`config.mk`:
```
export PLATFORM = sky130hd
export DESIGN_NAME = vend_word_splitter
export DESIGN_NICKNAME = d
export VERILOG_FILES = /design/src/rtl/vend_word_splitter.sv
export SDC_FILE = /design/constraint.sdc
export NUM_CORES = 1
export LEC_CHECK = 0
export ABC_AREA = 1
export BUFFER_PORTS_ARGS = -buffer_cell sky130_fd_sc_hd__buf_4
export CORE_MARGIN = 2
export CORE_UTILIZATION = 64
export CTS_BUF_LIST = sky130_fd_sc_hd__clkbuf_4 sky130_fd_sc_hd__clkbuf_8 sky130_fd_sc_hd__clkbuf_16
export CTS_CLUSTER_DIAMETER = 80
export DETAILED_ROUTE_END_ITERATION = 7
export GPL_ROUTABILITY_DRIVEN = 0
export PLACE_DENSITY = 0.85
export SETUP_SLACK_MARGIN = 0.05
export SLEW_MARGIN = 20
export SYNTH_ARGS = -nofsm -noshare
export SYNTH_HDL_FRONTEND = slang
export SYNTH_SLANG_ARGS = --single-unit
```
`constraint.sdc`:
```
create_clock -name clk -period 6.57 [get_ports clk]
set_clock_uncertainty 0.1 [all_clocks]
set_input_delay 1.314 -clock clk [delete_from_list [all_inputs] [get_ports clk]]
set_output_delay 1.314 -clock clk [all_outputs]
set_load 0.01 [all_outputs]
```
`src/rtl/vend_word_splitter.sv`:
```
// vend_word_splitter: buffers 16-bit words in a small FIFO and serializes each
// word into two bytes on a valid/ready byte stream.
//
// Ports:
//   clk        rising-edge clock for all state
//   rst_n      asynchronous active-low reset
//   in_word    packed word {first_byte, second_byte}
//   in_valid   in_word is valid this cycle
//   in_ready   word accepted this cycle (registered, independent of out_ready)
//   out_byte   current output byte
//   out_valid  out_byte is valid
//   out_ready  consumer accepts out_byte this cycle
//   out_last   high with the second byte of a word
//   fill_level words held in the FIFO, not counting the word being serialized
module vend_word_splitter #(
  parameter int unsigned FIFO_DEPTH = 4,
  parameter bit          MSB_FIRST  = 1'b1
) (
  input  logic                        clk,
  input  logic                        rst_n,
  input  logic [15:0]                 in_word,
  input  logic                        in_valid,
  output logic                        in_ready,
  output logic [7:0]                  out_byte,
  output logic                        out_valid,
  input  logic                        out_ready,
  output logic                        out_last,
  output logic [$clog2(FIFO_DEPTH):0] fill_level
);

  localparam int unsigned PtrW = $clog2(FIFO_DEPTH);
  localparam int unsigned CntW = PtrW + 1;
  localparam logic [CntW-1:0] FullCnt = CntW'(FIFO_DEPTH);

  typedef enum logic [1:0] {StIdle, StFirst, StSecond} state_e;

  state_e            state_q, state_d;
  logic [15:0]       mem_q [FIFO_DEPTH];
  logic [PtrW-1:0]   wr_ptr_q, wr_ptr_d;
  logic [PtrW-1:0]   rd_ptr_q, rd_ptr_d;
  logic [CntW-1:0]   cnt_q, cnt_d;
  logic [15:0]       hold_q, hold_d;
  logic              in_ready_q, in_ready_d;
  logic              push, pop;

  assign push       = in_valid && in_ready_q;
  assign in_ready   = in_ready_q;
  assign fill_level = cnt_q;

  // State register.
  always_ff @(posedge clk or negedge rst_n) begin
    if (!rst_n) begin
      state_q <= StIdle;
    end else begin
      state_q <= state_d;
    end
  end

  // Next-state logic; pop is the FSM's request to load the FIFO head into hold.
  always_comb begin
    state_d = state_q;
    pop     = 1'b0;
    unique case (state_q)
      StIdle: begin
        if (cnt_q != '0) begin
          pop     = 1'b1;
          state_d = StFirst;
        end
      end
      StFirst: begin
        if (out_ready) state_d = StSecond;
      end
      StSecond: begin
        if (out_ready) begin
          if (cnt_q != '0) begin
            // Back-to-back reload keeps the byte stream free of bubbles.
            pop     = 1'b1;
            state_d = StFirst;
          end else begin
            state_d = StIdle;
          end
        end
      end
      default: state_d = StIdle;
    endcase
  end

  // Output logic, decoded from state and hold only so it is stable under stall.
  always_comb begin
    out_valid = 1'b0;
    out_last  = 1'b0;
    out_byte  = 8'h00;
    unique case (state_q)
      StFirst: begin
        out_valid = 1'b1;
        out_byte  = MSB_FIRST ? hold_q[15:8] : hold_q[7:0];
      end
      StSecond: begin
        out_valid = 1'b1;
        out_last  = 1'b1;
        out_byte  = MSB_FIRST ? hold_q[7:0] : hold_q[15:8];
      end
      default: ;
    endcase
  end

  // FIFO bookkeeping and hold register next state.
  always_comb begin
    wr_ptr_d = push ? wr_ptr_q + PtrW'(1) : wr_ptr_q;
    rd_ptr_d = pop ? rd_ptr_q + PtrW'(1) : rd_ptr_q;
    hold_d   = pop ? mem_q[rd_ptr_q] : hold_q;
    unique case ({push, pop})
      2'b10:   cnt_d = cnt_q + CntW'(1);
      2'b01:   cnt_d = cnt_q - CntW'(1);
      default: cnt_d = cnt_q;
    endcase
    // Registered from the next count: a pop out of full reopens the input only
    // one cycle later, and in_ready never sees out_ready combinationally.
    in_ready_d = (cnt_d != FullCnt);
  end

  always_ff @(posedge clk or negedge rst_n) begin
    if (!rst_n) begin
      wr_ptr_q   <= '0;
      rd_ptr_q   <= '0;
      cnt_q      <= '0;
      hold_q     <= '0;
      in_ready_q <= 1'b0;
    end else begin
      wr_ptr_q   <= wr_ptr_d;
      rd_ptr_q   <= rd_ptr_d;
      cnt_q      <= cnt_d;
      hold_q     <= hold_d;
      in_ready_q <= in_ready_d;
    end
  end

  // Storage needs no reset: pointers and count define which entries are live.
  always_ff @(posedge clk) begin
    if (push) mem_q[wr_ptr_q] <= in_word;
  end

endmodule

```
==> reports/results.ini, run 1 <==
[run_status]
outcome = complete, no violations

[worst_hold_path]
min-delay-start = hold_q[2]
timing.hold.worst.class = reg -> reg

[routing]
dr.pass1.iters = 4
vias = 2516
via_per_inst = 5.33
first_iteration_detailed_routing_drc_count = 208
drc = 0
routed_wire_per_std_cell_um = 14.9
antenna_violating_nets_post_route = 0
route.final.wire_length_um = 7010

[sta]
fmax_mhz = 315
worst_setup_margin_ns = 3.40
max_slew_margin_pct = 50.7
final_hold_fails = 0
grt_setup_unrepaired = false
final.period_utilization_pct = 48.3
hold_ws_ns = 0.390
final_count_of_pins_violating_max_slew = 0
setup_viol = 0
fin_setup_tns_ns = 0
worst_slew_pin_slew_ns = 0.739
final_period_minus_worst_setup_slack_ns = 3.17

[critical_path]
cpMaxStageDelayCell = dfrtp_1
critPathMaxFanout = 12
max_stage_delay_ns = 0.43
r2r-start = state_q[0]
critical_path.n_buffers_inverters = 2
cp_data_required_time_ns = 5.16
worstPathCellList = inv_1 > ha_1 > nand2_1 > a21oi_1 > buf_4
start_kind = flip-flop
critPathArrivalTime_ns = 1.76
worst-r2r-setup-slack_ns = 3.84
critical_path.top_delay_family = flip-flops
timing_worst_setup_path_type = reg -> out
worst_setup_path_end_kind = output port
timing.critical_path.from = state_q[0]

[global_route]
grt_first_pass_wirelength_um = 11700
pin_count_of_the_biggest_net_entering_global_routing = 35
grt_overflow = 0
antenna_found_initial = 0
gr-usage-all-layers_pct = 21.9
grt_pass1_vias = 2448

[die]
die_width_um = 83.0
fp.dieH_um = 83.0
num_rows = 28
placeableCoreArea_um2 = 5990
design.die.area_um2 = 6900
floorplan.io_pins = 34
floorplan.initialDensity_pct = 66.8

[power_and_ir_drop]
pwr-share-comb_pct = 41.9
switching_power_w = 0.000842
power.share.switching_pct = 41.2
p_per_area_nw_per_um2 = 466
vdd_drop_max_mv = 0.283
seq_power_share_pct = 42.2
p_leak_nw = 1.87
power.clock.fraction_pct = 15.9
internal_power_w = 0.00120

[finish]
drive_above_1_share_pct = 21.7
final_net_count = 424
areaGrowthSynthToFinish_pct = 9.70
multi_input_area_um2 = 1180
nFillCells = 407
ff_latch_area_um2 = 2570
num_antenna_cells = 0

[place]
dp_hpwl_um = 4620
io_buffers = 33
placement.setup.worst_slack_ns = 3.43

[logic_synthesis]
ys_types = 28
yosysWarningCount = 0
postSynthCellCount = 358
synth.ff_latch_count = 90
synthesis.nets = 389
post_synth_instance_area_um2 = 4000
ys_seq_area_share_pct = 64.3
postSynthAreaPerCell_um2 = 11.2

[clock_tree]
worst_setup_hold_path_clk_slew_ns = 0.09
cts_max_level = 3
cts_buffers = 9
cts_post_setup_buffers_inserted = 0
post_cts_resized = 0
cts_hold_repair.buffers = 0
clkLatencyLatePin_ns = 0.35
root_buffer_master = clkbuf_8
clock_sink_count = 90
clock_tree.buffer_depth = 2
tritoncts = yes

[run]
max_cap_violations = 0

-- placed cells by master (no fill, tap or decap) --
| master | n |
|---|---|
| clkinv_4 | 3 |
| nand3_1 | 4 |
| fa_1 | 1 |
| inv_6 | 1 |
| clkinvlp_4 | 1 |
| nand2_2 | 17 |
| o21ai_0 | 12 |
| buf_4 | 38 |
| nand4_1 | 1 |
| clkinv_1 | 1 |
| nand2_8 | 1 |
| clkinvlp_2 | 1 |
| inv_8 | 2 |
| xor2_1 | 2 |
| a21oi_1 | 9 |
| edfxtp_1 | 64 |
| nor2_1 | 23 |
| o21ai_1 | 13 |
| o21ai_2 | 9 |
| inv_1 | 15 |
| dfrtp_1 | 26 |
| clkbuf_8 | 9 |
| nor2_4 | 1 |
| nand2_1 | 129 |
| xnor2_1 | 1 |
| ha_1 | 10 |
| inv_2 | 1 |
| nand2_4 | 1 |
| o21bai_2 | 1 |
-- metal layers --
metal	vias up	GRT usage, %	wire, µm	share of wire, %
met5	-	0	0	0
li1	1239	-	-	-
met2	67	34.7	3460	49
met4	0	6.56	101	1.4
met1	1201	30.6	3130	45
met3	9	5.07	319	4.6
-- worst paths after layout --
| kind | endpoint | depth (start not counted) |
|---|---|---|
| setup / recovery | out_byte[3] | 5 |
| hold / removal | hold_q[2] | 2 |
| setup reg to reg | in_ready | 12 |
| hold reg to reg | hold_q[2] | 2 |
| max in group asynchronous | hold_q[9] | 1 |
| min in group asynchronous | state_q[0] | 1 |
-- state kept, by name (all words and copies together) (netlist names) --
register and cells:
wr_ptr_q 2, hold_q 16, fill_level 3, rd_ptr_q 2, mem_q 64, in_ready 1
state_q 2
-- worst reg2reg max path: cells and delay by family (launching register included) --
| kind | cells | cell delay [ns] |
|---|---|---|
| AO/OA/AOI/OAI | 1 | 0.10 |
| adder cells (fa/ha/maj) | 3 | 1.09 |
| buffers and inverters | 3 | 0.32 |
| flip-flops | 1 | 0.43 |
| AND/OR/NAND/NOR | 5 | 0.59 |
-- Yosys cell counts --
cell type / instances / share of area, %
nand3_1: 4 / 0.50
buf_12: 2 / 1.0
o21bai_2: 1 / 0.28
fa_1: 1 / 0.50
o21ai_0: 12 / 1.5
o21ai_2: 9 / 2.0
nand2_2: 17 / 2.7
nor2_4: 1 / 0.28
dfrtp_1: 26 / 16
xnor2_1: 1 / 0.22
clkbuf_8: 1 / 0.34
nand2_1: 129 / 12
buf_6: 7 / 2.0
a21oi_1: 9 / 1.1
inv_1: 15 / 1.4
inv_2: 1 / 0.094
edfxtp_1: 64 / 48
o21ai_1: 13 / 1.6
nor2_1: 23 / 2.2
inv_8: 2 / 0.56
buf_2: 2 / 0.25
xor2_1: 2 / 0.44
buf_4: 2 / 0.38
nand2_4: 1 / 0.28
nand2_8: 1 / 0.50
ha_1: 10 / 3.1
clkinv_4: 1 / 0.22
nand4_1: 1 / 0.16
-- metrics by stage --
step / util (%) / instances / cell area [µm²] / power, W
after floorplan: - / 358 / 4000 / 0.00157
after global placement: 70.4 / 457 / 4220 / 0.00170
after detailed placement: 70.4 / 457 / 4220 / 0.00173
after CTS: 73.2 / 472 / 4390 / 0.00205
after global routing: 73.2 / 472 / 4390 / 0.00220
final: 73.2 / 472 / 4390 / 0.00204
-- final cells by class --
class | instances | share of cell area, %
tap | 75 | 2.14
multi-input combinational | 235 | 26.8
clock buffer | 9 | 2.82
sequential | 90 | 58.6
inverter | 19 | 2.08
timing repair buffer | 38 | 6.50
clock inverter | 6 | 0.970
-- cell families (layout without fill, tap and decap cells) --
family / Yosys count / count (layout) / synth area share (%)
compound gates: 44 / 44 / 6.51
flops: 90 / 90 / 64.3
simple gates: 177 / 177 / 18.6
xor+xnor: 3 / 3 / 0.657
buf+inv: 33 / 72 / 6.23
fa+ha+maj: 11 / 11 / 3.63
-- power groups by stage --
stage               sequential (W)  clock [W]  combinational, W
CTS                       0.000863   0.000325          0.000866
global route              0.000880   0.000352          0.000972
global placement          0.000868          0          0.000828
finish                    0.000862   0.000324          0.000857
floorplan                 0.000844          0          0.000724
detailed placement        0.000875          0          0.000859
Power figures use the tool's default switching activity.
==> inputs of run 2 (changes only) <==
- ABC_AREA: 1 -> 0
- CORE_UTILIZATION: 64 -> 53
- PLACE_DENSITY: 0.85 -> 0.75
- clock period: 6.57 -> 2.6 ns (I/O delays scaled with it)
==> reports/results.ini, run 2 <==
[clock_tree]
worst_setup_hold_path_clk_slew_ns = 0.09  ; about the same
post_cts_resized = 0  ; unchanged
tritoncts = yes
cts_buffers = 9  ; unchanged
clock_tree.buffer_depth = 2  ; unchanged
clkLatencyLatePin_ns = 0.35  ; about the same
root_buffer_master = clkbuf_8
cts_max_level = 3  ; unchanged
clock_sink_count = 90  ; unchanged

[logic_synthesis]
synth.ff_latch_count = 90  ; unchanged
postSynthCellCount = 191  ; -47%
synthArstFlopShare_pct = 28.9  ; unchanged
synth.top_cell.area_share_pct = 51.6  ; +3.5 points
ys_seq_area_share_pct = 69.0  ; +4.7 points
ys_types = 31  ; +11%
synthesis.nets = 222  ; -43%
yosys.area.top_type = edfxtp_1
yosysWarningCount = 0  ; unchanged
synthMostInstantiatedCell = edfxtp_1
most_frequent_cells_after_synthesis = edfxtp_1 (64), dfrtp_1 (26), ha_1 (10), mux2_2 (10), a22oi_1 (9)
synthFlopType = edfxtp_1
postSynthAreaPerCell_um2 = 19.5  ; +75%
synth-edff-count = 64  ; unchanged
post_synth_instance_area_um2 = 3730  ; -6.8%
synth.top_cells.by_area = edfxtp_1 (52%), dfrtp_1 (17%), mux4_1 (5.6%)

[critical_path]
critPathMaxFanout = 6  ; -6
timing_worst_setup_path_type = reg -> reg
critPathArrivalTime_ns = 2.54  ; +0.78 ns
worst_setup_path_end_kind = flip-flop
start_kind = flip-flop
cp_data_required_time_ns = 2.74  ; -2.42 ns

[routing]
drc = 0  ; unchanged
via_per_inst = 5.27  ; -1.1%
met2WireLength_um = 2840  ; -18%
first_iteration_detailed_routing_drc_count = 129  ; -38%
m1WireLength_um = 2880  ; -8.1%
route.top_layer_used = met4
antenna_violating_nets_post_route = 0  ; unchanged
route.final.wire_length_um = 6020  ; -14%
wl_met3_um = 199  ; -38%
routed_wire_per_std_cell_um = 17.7  ; +19%
dr.pass1.iters = 4  ; unchanged
vias = 1793  ; -29%

[global_route]
gr-usage-all-layers_pct = 17.5  ; -4.3 points
grt_pass1_vias = 1884  ; -23%
pin_count_of_the_biggest_net_entering_global_routing = 27  ; -23%
grt_overflow = 0  ; unchanged
antenna_found_initial = 0  ; unchanged
grt_first_pass_wirelength_um = 9740  ; -17%

[power_and_ir_drop]
power.share.switching_pct = 31.9  ; -9.3 points
power.clock.fraction_pct = 16.4  ; +0.5 points
p_leak_nw = 1.66  ; -11%
vdd_drop_max_mv = 0.397  ; +40%
switching_power_w = 0.00161  ; +91%
internal_power_w = 0.00344  ; +190%
pwr-share-comb_pct = 39.4  ; -2.5 points
seq_power_share_pct = 44.2  ; +2.0 points
p_per_area_nw_per_um2 = 1160  ; +150%

[worst_hold_path]
timing.hold.worst.class = in -> reg

[finish]
final_net_count = 270  ; -36%
multi_input_area_um2 = 1110  ; -5.4%
drive_above_1_share_pct = 38.1  ; +16 points
most_common_cell_after_layout_fill_and_taps_aside = edfxtp_1
largest_register_ffs = 64  ; unchanged
nFillCells = 490  ; +20%
largest_register_by_flop_count = mem_q
postLayoutCellArea_um2 = 4340  ; -1.1%
ff_latch_area_um2 = 2570  ; unchanged
num_antenna_cells = 0  ; unchanged
areaGrowthSynthToFinish_pct = 16.4
final_cell_mix = edfxtp_1 (64), buf_4 (43), dfrtp_1 (26)

[die]
placeableCoreArea_um2 = 6790  ; +13%
design.die.area_um2 = 7720  ; +12%
floorplan.io_pins = 34  ; unchanged
fp.dieH_um = 87.8  ; +5.8%
die_width_um = 87.8  ; +5.8%
floorplan.initialDensity_pct = 54.8  ; -12 points
num_rows = 30  ; +7.1%

[place]
placement.setup.worst_slack_ns = 0.187  ; -3.24 ns
dp_hpwl_um = 4060  ; -12%
io_buffers = 33  ; unchanged
placedInstanceArea_um2 = 4160  ; -1.5%

[run]
max_cap_violations = 0  ; unchanged

[sta]
final.period_utilization_pct = 92.3
fmax_mhz = 417
final_period_minus_worst_setup_slack_ns = 2.40
worst_slew_pin_slew_ns = 0.495  ; -0.244 ns
max_slew_margin_pct = 67.0  ; +16 points
setup_viol = 0  ; unchanged
final_count_of_pins_violating_max_slew = 0  ; unchanged
worst_setup_margin_ns = 0.199  ; -3.20 ns
final_hold_fails = 0  ; unchanged
grt_setup_unrepaired = false

[run_status]
outcome = complete, no violations

-- run 2: changes by cell type after synthesis, sizes merged, moves of 10 or more --
cell   previous run  this run
o21ai            34         1
nand2           148         2
inv              18         8
mux2              0        18
nor2             24         1
mux4              0        16
-- run 2: layout make-up --
class / instances / share of cell area, %
multi-input cells: 86 / 25.7
repair buffers: 44 / 7.67
well taps: 96 / 2.77
inverters: 8 / 0.692
clock buffers: 9 / 2.86
flip-flops and latches: 90 / 59.3
clock inverters: 7 / 1.04
-- run 2: critical path: stages, from the launching register on --
cell,delay [ns]
dfrtp_1,0.45
inv_2,0.13
ha_4,0.14
a21oi_2,0.07
nor2_4,0.13
ha_4,0.14
inv_1,0.04
fa_2,0.32
xor2_1,0.15
or3_1,0.32
a211o_1,0.29
-- run 2: routing by layer --
layer | track usage [%] | vias up
met2 | 26.6 | 34
met1 | 25.3 | 910
li1 | - | 839
met3 | 3.20 | 10
met5 | 0 | -
met4 | 7.55 | 0
-- run 2: cells by family after synthesis --
family / synth area share, %
AOI/OAI and AO/OA: 3.16
buffers and inverters: 2.38
muxes: 17.0
xor gates and xnor gates: 1.18
and+or+nand+nor: 3.36
adders and majority gates: 3.90
DFF: 69.0
-- run 2: power groups by stage --
stage	registers [W]	clock network, W	logic, W
3_3_place_gp	0.00225	0	0.00197
4_1_cts	0.00224	0.000846	0.00202
6_report	0.00223	0.000827	0.00199
2_1_floorplan	0.00215	0	0.00157
3_5_place_dp	0.00227	0	0.00201
5_1_grt	0.00228	0.000901	0.00219
-- run 2: path summary, 6_finish.rpt --
| path | to | slack [ns] | depth (start not counted) | start |
|---|---|---|---|---|
| worst max-delay path | in_ready | 0.20 | 10 | state_q[0] |
| worst min-delay path | mem_q[1][6] | 0.26 | 1 | in_word[6] |
| worst max register to register | in_ready | 0.20 | 10 | state_q[0] |
| worst min register to register | hold_q[2] | 0.42 | 1 | hold_q[2] |
| max in group asynchronous | hold_q[1] | 1.63 | 2 | rst_n |
| min in group asynchronous | in_ready | 0.51 | 2 | rst_n |
-- run 2: through the flow --
step                hold slack, ns  instances  total power (W)  util [%]  TNS, ns
floorplan                    0.124        191          0.00372         -  -0.0350
global placement             0.343        323          0.00422      61.2        0
detailed placement           0.348        323          0.00428      61.2        0
CTS                          0.245        340          0.00510      63.8        0
global route                 0.255        340          0.00537      63.8        0
finish                       0.261        340          0.00505      63.8        0
-- run 2: repair_timing --
item | in CTS | in global routing
setup endpoints to repair | 0 | 0
hold buffers | 1 | 0
hold endpoints to repair | 26 | 0
setup buffers | 0 | 0
==> inputs of run 3 (changes only) <==
- clock period: 2.6 -> 2 ns (I/O delays scaled with it)
==> reports/results.ini, run 3 (synthesized netlist as in run 2, its figures left out) <==
[finish]
postLayoutCellArea_um2 = 4590  ; +5.7%
largest_register_by_flop_count = mem_q
final_cell_mix = edfxtp_1 (64), buf_4 (56), dfrtp_1 (26)
areaGrowthSynthToFinish_pct = 23.1
num_antenna_cells = 0  ; unchanged
drive_above_1_share_pct = 47.5  ; +9.4 points
largest_register_ffs = 64  ; unchanged
most_common_cell_after_layout_fill_and_taps_aside = edfxtp_1
finalNonFillerCells = 355  ; +4.4%
final_net_count = 285  ; +5.6%

[routing]
drc = 0  ; unchanged
met2WireLength_um = 3060  ; +7.5%
route.top_layer_used = met4
antenna_violating_nets_post_route = 0  ; unchanged
dr.pass1.iters = 4  ; unchanged
vias = 1897  ; +5.8%
route.final.wire_length_um = 6270  ; +4.2%
wl_met3_um = 228  ; +15%
first_iteration_detailed_routing_drc_count = 166  ; +29%
m1WireLength_um = 2830  ; -1.8%
via_per_inst = 5.34  ; +1.3%
routed_wire_per_std_cell_um = 17.7  ; -0.25%

[critical_path]
r2r-start = state_q[0]
worst_r2r_endpoint = in_ready
critPathArrivalTime_ns = 2.48  ; -0.06 ns
cpMaxStageDelayCell = dfrtp_1
start_kind = flip-flop
worstPathCellList = inv_2 > ha_4 > a21oi_4 > nor2_4 > ha_4 > inv_2 > fa_2 > xor2_1 > or3_1 > a211o_1
timing_worst_setup_path_type = reg -> reg
critPathMaxFanout = 2  ; -4
cp_data_required_time_ns = 2.15  ; -0.59 ns
worst-r2r-setup-slack_ns = -0.33  ; -0.53 ns
timing.reg2reg.worst_path_depth = 10  ; unchanged
worst_setup_path_end_kind = flip-flop
max_stage_delay_ns = 0.40  ; -0.05 ns

[sta]
final_hold_fails = 0  ; unchanged
worst_setup_margin_ns = -0.327  ; -0.526 ns
hold_ws_ns = 0.141  ; -0.120 ns
final_count_of_pins_violating_max_slew = 0  ; unchanged
setup_viol = 10  ; +10
fin_setup_tns_ns = -1.64  ; -1.64 ns
final.period_utilization_pct = 116  ; +24 points
grt_setup_unrepaired = true
final_period_minus_worst_setup_slack_ns = 2.33  ; -0.0736 ns
worst_slew_pin_slew_ns = 0.336  ; -0.159 ns
fmax_mhz = 430  ; +3.2%
max_slew_margin_pct = 77.6  ; +11 points

[global_route]
antenna_found_initial = 0  ; unchanged
gr-usage-all-layers_pct = 17.7  ; +0.18 points
grt_pass1_vias = 1911  ; +1.4%
grt_first_pass_wirelength_um = 9750  ; +0.14%
pin_count_of_the_biggest_net_entering_global_routing = 27  ; unchanged
grt_overflow = 0  ; unchanged

[clock_tree]
worst_setup_hold_path_clk_slew_ns = 0.09  ; about the same
cts_max_level = 3  ; unchanged
clkLatencyLatePin_ns = 0.35  ; about the same
cts_buffers = 9  ; unchanged
tritoncts = yes
root_buffer_master = clkbuf_8
clock_tree.buffer_depth = 2  ; unchanged
clock_sink_count = 90  ; unchanged

[die]
num_rows = 30  ; unchanged
floorplan.initialDensity_pct = 54.8  ; unchanged
fp.dieH_um = 87.8  ; unchanged
die_width_um = 87.8  ; unchanged
design.die.area_um2 = 7720  ; unchanged
placeableCoreArea_um2 = 6790  ; unchanged
floorplan.io_pins = 34  ; unchanged

[place]
io_buffers = 33  ; unchanged
dp_hpwl_um = 3980  ; -1.8%
placedInstanceArea_um2 = 4250  ; +2.2%
placement.setup.worst_slack_ns = -0.321  ; -0.508 ns
dp_cells = 334  ; +3.4%

[run_status]
outcome = finished, violations left
failing_checks = negative setup slack

[run]
max_cap_violations = 0  ; unchanged

[worst_hold_path]
min-delay-start = in_word[6]
timing.hold.worst.class = in -> reg
hold-path-cell-count = 1  ; unchanged
whs_endpoint = mem_q[1][6]

[power_and_ir_drop]
p_per_area_nw_per_um2 = 1570  ; +35%
vdd_drop_max_mv = 0.615  ; +55%
p_leak_nw = 1.76  ; +6.4%

[run 3: cell types whose count changed in the layout (fill, tap and decap cells not counted), sizes merged]
cell,previous run,this run
bufinv,0,1
clkinv,4,0
clkbuf,9,11
buf,43,58
clkinvlp,2,3
[run 3: repair_timing]
action                     CTS  global route
pin swaps                    1             4
setup buffers                4             1
gates cloned                 0             0
resized for setup           14             2
hold buffers                 1             0
setup endpoints to repair   10            13
hold endpoints to repair    26             0
[run 3: final cells by class]
class                           instances  area [µm²]
Inverter                                8        30.0
Clock buffer                           11         151
Multi-Input combinational cell         86        1190
Fill cell                             437        2210
Tap cell                               96         120
Sequential cell                        90        2570
Clock inverter                          5        61.3
Timing Repair Buffer                   59         462
[run 3: critical path: cells and delay by family, from the launching register on]
kind | cells | cell delay (ns)
AND/OR/NAND/NOR | 2 | 0.45
buffers and inverters | 2 | 0.13
flip-flops | 1 | 0.40
AO/OA/AOI/OAI | 2 | 0.37
XOR/XNOR | 1 | 0.16
adder cells (fa/ha/maj) | 3 | 0.62
[run 3: report_power, final]
part	switching, W	leakage (nW)	internal [W]
Combinational	0.00136	0.773	0.00174
Clock	0.000631	0.0982	0.000650
Sequential	0.000267	0.890	0.00256
Total	0.00225	1.76	0.00495
[run 3: worst max-delay path by stage]
stage	cells after the start	endpoint	startpoint
2_1_floorplan	11	in_ready	state_q[0]
3_3_place_gp	10	in_ready	state_q[1]
3_5_place_dp	10	in_ready	state_q[1]
4_1_cts	10	in_ready	state_q[1]
5_1_grt	10	in_ready	state_q[0]
6_report	10	in_ready	state_q[0]
[run 3: per-layer routing]
layer | vias up | track usage, %
met2 | 40 | 26.9
met4 | 0 | 10.1
met1 | 973 | 24.2
li1 | 871 | -
met3 | 13 | 3.58
met5 | - | 0
[run 3: stage by stage]
step           utilization, %  total power [W]
2_1_floorplan               -          0.00486
3_3_place_gp             62.5          0.00563
3_5_place_dp             62.5          0.00572
4_1_cts                  67.4          0.00722
5_1_grt                  67.5          0.00761
6_report                 67.5          0.00721
